## config.mk

```make
export PLATFORM = sky130hd
export DESIGN_NAME = rr_decode_arbiter4
export DESIGN_NICKNAME = d
export VERILOG_FILES = /design/src/rtl/rr_decode_arbiter4.sv
export SDC_FILE = /design/constraint.sdc
export NUM_CORES = 1
export LEC_CHECK = 0
export ABC_AREA = 1
export CAP_MARGIN = 20
export CORE_MARGIN = 2
export CORE_UTILIZATION = 50
export DETAILED_ROUTE_END_ITERATION = 8
export PLACE_DENSITY = 0.77
export REMOVE_ABC_BUFFERS = 1
export SYNTH_ARGS = -nofsm -noshare
export SYNTH_HDL_FRONTEND = slang
export SYNTH_SLANG_ARGS = --single-unit
```

## constraint.sdc

```tcl
create_clock -name clk -period 1.8 [get_ports clk]
set_input_delay 0.27 -clock clk [delete_from_list [all_inputs] [get_ports clk]]
set_output_delay 0.27 -clock clk [all_outputs]
set_load 0.05 [all_outputs]
```

## src/rtl/rr_decode_arbiter4.sv

```systemverilog
// rr_decode_arbiter4: round-robin arbiter for four requesters with a bounded hold time and a registered, decoded one-hot grant
module rr_decode_arbiter4 #(
  parameter int MAX_HOLD = 8,
  parameter int CNT_W    = 8
) (
  input  logic       clk,
  input  logic       rst,
  input  logic [3:0] req,
  output logic [3:0] gnt,
  output logic [1:0] gnt_idx,
  output logic       gnt_valid,
  output logic       switch
);
  typedef enum logic {IDLE, GRANT} state_t;
  localparam logic [CNT_W-1:0] LIMIT = CNT_W'(MAX_HOLD - 1);
  state_t state_q, state_d;
  logic [1:0] idx_q, idx_d, last_q, last_d, win;
  logic [CNT_W-1:0] hold_q, hold_d;
  logic switch_q, switch_d, found, own_req, at_limit, take;
  logic [3:0] cand;
  always_comb begin
    cand = (state_q == GRANT) ? req & ~(4'b0001 << idx_q) : req;
    win = last_q;
    found = 1'b0;
    // Scan from the farthest offset down so the nearest requester after last wins.
    for (int k = 4; k >= 1; k--)
      if (cand[last_q + 2'(k)]) begin
        win = last_q + 2'(k);
        found = 1'b1;
      end
    own_req = req[idx_q];
    at_limit = hold_q == LIMIT;
    take = found && (state_q == IDLE || !own_req || at_limit);
    state_d = state_q;
    idx_d = idx_q;
    last_d = last_q;
    hold_d = hold_q;
    switch_d = 1'b0;
    if (take) begin
      state_d = GRANT;
      idx_d = win;
      last_d = win;
      hold_d = '0;
      switch_d = 1'b1;
    end else if (state_q == GRANT && !own_req)
      state_d = IDLE;
    else if (state_q == GRANT && !at_limit)
      hold_d = hold_q + 1'b1;
  end
  always_ff @(posedge clk) begin
    if (rst) begin
      state_q <= IDLE;
      idx_q <= 2'b00;
      last_q <= 2'b11;
      hold_q <= '0;
      switch_q <= 1'b0;
    end else begin
      state_q <= state_d;
      idx_q <= idx_d;
      last_q <= last_d;
      hold_q <= hold_d;
      switch_q <= switch_d;
    end
  end
  assign gnt_valid = state_q == GRANT;
  assign gnt = gnt_valid ? 4'b0001 << idx_q : 4'b0000;
  assign gnt_idx = idx_q;
  assign switch = switch_q;
endmodule

```

Word level (Yosys, flattened, before mapping)
Index checks and enable logic that the tools add are counted.
{"block": "op_classes", "add_sub_neg": 4, "magnitude_cmp": 5, "eq_ne": 1, "n_shift": 1, "mux": 22, "bitwise_logic": 4, "reduce_logical": 10}
{"operator": "less-than comparator 2 x 3 -> 1 bit, second input constant", "count": 5}
{"operator": "two-way mux 1 bit", "count": 12}
{"operator": "binary-select mux 1 bit (select 2 bit)", "count": 5}
{"operator": "adder 8 x 1 -> 8 bit, second input constant", "count": 1}
{"operator": "== test 8 x 3 -> 1 bit, second input constant", "count": 1}
{"operator": "two-way mux 4 bit", "count": 2}
{"operator": "two-way mux 2 bit", "count": 3}
{"operator": "adder 2 bit, second input constant", "count": 2}
{"operator": "bitwise AND 4 bit", "count": 1}
{"operator": "inverter 4 bit", "count": 1}
{"operator": "<< shifter 1 x 2 -> 4 bit, first input constant", "count": 1}
{"operator": "logical AND 1 bit", "count": 3}
{"operator": "adder 2 x 1 -> 2 bit, second input constant", "count": 1}
{"operator": "zero test 1 bit", "count": 2}
{"operator": "logical OR 1 bit", "count": 2}
{"operator": "inverter 1 bit", "count": 2}
{"operator": "AND reduction 2 bit", "count": 1}
{"operator": "nonzero test 2 bit", "count": 1}
{"operator": "OR reduction 2 bit", "count": 1}
{"block": "totals", "ff_bits": 14, "output_inout_bits": 8, "word_cells": 52}

Longest topological paths before layout
{"block": "logic_depth", "ltp_word": 12, "mapped_depth": 11}

Worst setup path before layout
OpenSTA, ideal clock, no wires.
{"block": "synth_path", "path_kind": "reg2reg", "from": "register state_q (netlist: gnt_valid)", "to": "register last_q[1]", "setup_ns": 0.121, "arrival_time_ns": 1.607, "path_slack_ns": 0.072, "stages_incl_launch_ff": 10, "n_path_buf": 0, "synth_period_minus_slack_ns": 1.728, "cell_sequence": "dfxtp_1 nand3_1 nand3_1 nand2_2 nor2_4 nand2_2 nand2_4 nand2_4 nor2_1 a21oi_1"}
{"block": "synth_via", "elab_chain_cells": 8, "elab_cells_between_ends": 20, "classes_between": "mux (16); bitwise (1); reduce/logical (3)"}
{"item": "from (decl)", "line": "16", "source": "state_t state_q, state_d;"}
{"item": "from (signal assigned)", "line": "58", "source": "state_q <= state_d;"}
{"item": "two-way mux 4 bit", "line": "22", "source": "cand = (state_q == GRANT) ? req & ~(4'b0001 << idx_q) : req;"}
{"item": "binary-select mux 1 bit (select 2 bit)", "line": "27", "source": "if (cand[last_q + 2'(k)]) begin"}
{"item": "two-way mux 1 bit (not written as such)", "line": "27"}
{"item": "two-way mux 1 bit (4 in a row)", "line": "27"}
{"item": "logical AND 1 bit", "line": "33", "source": "take = found && (state_q == IDLE || !own_req || at_limit);"}
{"item": "to (signal assigned)", "line": "60", "source": "last_q <= last_d;"}
{"item": "to (decl)", "line": "17", "source": "logic [1:0] idx_q, idx_d, last_q, last_d, win;"}
Several ways; a longest one is shown, not always the timed one. The select of a mux whose other input is x is not followed.
A chain may end at the register's enable or synchronous reset.

Worst setup path in the final report
{"block": "layout_path", "from": "register switch_q (netlist: switch)", "to": "output switch"}
{"item": "from (decl)", "line": "19", "source": "logic switch_q, switch_d, found, own_req, at_limit, take;"}
{"item": "from (signal assigned)", "line": "62", "source": "switch_q <= switch_d;"}
{"item": "to (decl)", "line": "12", "source": "output logic switch"}
No word-level cell between the ends.

==> impl_summary.txt <==
----------------------------------------------------
[Status]
  Status ... finished clean

[Worst setup path]
  Setup crit end kind ... output pin
  Largest fanout of any net on the critical path ... 1
  Top cell family by delay on the critical path ... buffers and inverters
  Critical Path Start Type ... flip-flop
  Crit path largest cell delay ... 790 ps
  Register-to-register path setup slack ... 170 ps
  Signal arrival time at the worst endpoint ... 1400 ps
  Data required, critical path ... 1530 ps
  CP Class ... reg -> out
  Cells along the critical path ... clkdlybuf4s50_1
  Crit path buf inv count ... 1
  Slowest stage cell, crit path ... sky130_fd_sc_hd__clkdlybuf4s50_1

[Flow run]
  Maximum capacitance violations ... 0

[STA]
  Worst Tran Pin Value ... 490 ps
  Worst slew slack as a fraction of its limit ... 67.2%
  Minimum period implied by the final worst setup slack ... 1670 ps
  Final-report setup violation count ... 0
  Count of endpoints failing hold in the final timing report ... 0
  Total Negative Setup Slacks ... 0 ps
  Final worst-path cycle share ... 92.5%
  RSZ-0062 raised after global routing ... false
  Final-report max-slew violation count ... 0
  Max Clock Freq ... 601 MHz
  Final Worst Setup Slack ... 135 ps
  Clock Skews ... 4.77 ps

[Power]
  Proportion of power drawn by combinational gates ... 56.4%
  Power Internal ... 784 uW
  Switching power share of the total ... 48.7%
  Power dissipated by switching net loads ... 744 uW
  Power share of the sequential group ... 28.2%
  Worst supply voltage drop on vdd ... 0.783 mV
  Leakage dissipation ... 0.503 nW
  Clock group share of total power ... 15.4%
  Power per cell area ... 1390 nW/um^2

[Hold path]
  Worst hold path type ... reg -> reg

[Drt]
  Remaining antenna violation count ... 0
  Detailed-route via count ... 947
  Drt via density ... 5.51
  Post-detailed-route DRC marker count ... 0
  DRT iter0 DRCs ... 26
  1st-pass router iterations ... 5
  Overall routed net length ... 2.02 mm
  Routed length per instance ... 11.7 um

[Synthesis]
  Total standard cell area after synthesis ... 888 sq um
  Post-synthesis cell type count ... 20
  Most frequent cells after synthesis ... sky130_fd_sc_hd__nand2_1, sky130_fd_sc_hd__nand3_1, sky130_fd_sc_hd__inv_1
  Fraction of the yosys area taken by sequential cells ... 31.5%
  Number of enable flip-flop cells after synthesis ... 0
  Mean post-synth cell area ... 6.44 sq um
  Share of async-settable or async-resettable flops after synthesis ... 0%
  Number of flip-flops and latches in the synthesized netlist ... 14
  Gate count of the mapped netlist ... 138
  Fraction of synthesized cell area taken by the top area cell type ... 31.5%
  Commonest register cell after synthesis ... sky130_fd_sc_hd__dfxtp_1
  Synth warnings ... 0
  Cell with the most instances after synthesis ... sky130_fd_sc_hd__nand2_1
  Largest cells by area after synthesis ... sky130_fd_sc_hd__dfxtp_1, sky130_fd_sc_hd__nand3_1, sky130_fd_sc_hd__nand2_1, sky130_fd_sc_hd__inv_1, sky130_fd_sc_hd__a21oi_1
  Area leader, netlist ... sky130_fd_sc_hd__dfxtp_1

[Layout]
  Final cell utilization of the core ... 65.3%
  Number of nets at the end of the flow ... 163
  Sequential cell area in the final layout ... 280 sq um
  Total non-filler cell area in the finished layout ... 1100 sq um
  Filler instances ... 157
  Antenna diodes ... 0
  Fraction of final layout cells sized beyond drive strength 1 ... 14.8%
  Footprint of the multi-input gates ... 510 sq um
  Area added between synthesis and finish ... 24.1%

[Floorplan]
  Initial Util ... 52.6%
  Die Span Y ... 46.2 um
  Die width ... 46.2 um
  Core area ... 1690 sq um
  Top Ports ... 14
  Total number of placement rows ... 15
  DIE AREA ... 2130 sq um

[Clock network]
  Post-CTS Setup Repair Bufs ... 0
  CTS H-Tree Depth ... 1
  Number of buffers on the longest clock path ... 2
  Count of cells resized by post-cts repair ... 0
  Source-to-sink clock delay at the later pin of the worst-skew pair ... 290 ps
  Clock tree from TritonCTS ... yes
  Number of sinks on the clock net ... 14
  Worst-path clk slew ... 90 ps
  Hold_buf cts ... 0
  Number of buffers inserted during clock tree synthesis ... 3
  Cell chosen for the clock root ... sky130_fd_sc_hd__clkbuf_4

[Placement]
  Estimated wirelength of the detail-placed design ... 1.52 mm
  Area after DPL ... 1070 sq um
  Final RePlAce weighted congestion ... 0.831
  Port buffer count ... 13
  Post-Place Worst Slack ... 33.7 ps

[GRT]
  Vias in the first global route ... 787
  Maximum number of pins on one net before global-route repair ... 11
  Antenna violations before repair ... 0
  Gr ovfl total ... 0
  Global-route wire length before repair ... 3.19 mm
  Total Routing Usage GR ... 20.7%

----------------------------------------------------
-- cell usage in the layout (no fill, tap or decap) --
cell type	Yosys	routed
sky130_fd_sc_hd__a21oi_1	8	8
sky130_fd_sc_hd__clkinv_2	1	1
sky130_fd_sc_hd__clkbuf_4	0	3
sky130_fd_sc_hd__clkdlybuf4s50_1	0	6
sky130_fd_sc_hd__buf_12	0	4
sky130_fd_sc_hd__nand2_4	2	2
sky130_fd_sc_hd__dfxtp_1	14	14
sky130_fd_sc_hd__nand2_1	35	35
sky130_fd_sc_hd__nor2_2	2	2
sky130_fd_sc_hd__buf_4	0	4
sky130_fd_sc_hd__o21ai_0	4	4
sky130_fd_sc_hd__nor2_1	8	8
sky130_fd_sc_hd__clkbuf_8	1	1
sky130_fd_sc_hd__nand2_2	3	3
sky130_fd_sc_hd__nand4_1	4	4
sky130_fd_sc_hd__nor2_4	1	1
sky130_fd_sc_hd__ha_1	1	1
sky130_fd_sc_hd__xor2_1	2	2
sky130_fd_sc_hd__inv_1	21	21
sky130_fd_sc_hd__nor3_1	1	1
sky130_fd_sc_hd__xnor2_1	1	1
sky130_fd_sc_hd__nand3_1	27	27
sky130_fd_sc_hd__a21oi_2	1	1
sky130_fd_sc_hd__nand3b_2	1	1
-- worst paths after layout --
check | startpoint | end | cells past startpoint
worst max-delay path | switch | switch | 1
worst min-delay path | hold_q[7] | hold_q[7] | 2
worst max register to register | hold_q[0] | hold_q[2] | 9
worst min register to register | hold_q[7] | hold_q[7] | 2
-- state kept, by name, summed over array words and instances, names as in the netlist --
name	flops
gnt_idx	2
last_q	2
hold_q	8
gnt_valid	1
switch	1
-- power groups by stage --
stage	registers, mW	logic (mW)	clock network (mW)
floorplan	0.517	0.521	0
global placement	0.438	0.845	0
detailed placement	0.436	0.861	0
CTS	0.429	0.864	0.231
global route	0.438	0.944	0.255
finish	0.430	0.862	0.236
-- metrics by stage --
stage | hold WS, ps | std cells | total power [mW]
floorplan | 356 | 137 | 1.04
finish | 473 | 172 | 1.53
global route | 504 | 172 | 1.64
CTS | 477 | 172 | 1.52
detailed placement | 464 | 168 | 1.30
global placement | 453 | 168 | 1.28
-- logic make-up (layout without fill, tap and decap cells) --
logic type | after synthesis | in the layout | share of synthesized area [%]
compound gates | 13 | 13 | 7.75
xor+xnor | 3 | 3 | 2.96
fa+ha+maj | 1 | 1 | 1.41
buf+inv | 23 | 40 | 11.0
flops | 14 | 14 | 31.5
simple gates | 84 | 84 | 45.4
-- per-layer routing --
layer | wire, um | global-route usage, % | up-vias
met5 | 0 | 0 | -
met3 | 75 | 2.35 | 5
met2 | 1010 | 36.7 | 27
met4 | 42 | 10.3 | 0
met1 | 889 | 24.3 | 431
li1 | - | - | 484
-- area by class of cell --
type | instances | share of cell area, %
Clock buffer | 4 | 3.29
Tap cell | 17 | 1.93
Sequential cell | 14 | 25.4
Timing Repair Buffer | 14 | 15.4
Multi-Input combinational cell | 101 | 46.3
Inverter | 22 | 7.60
Note: power is estimated with default switching activity, not from simulation.
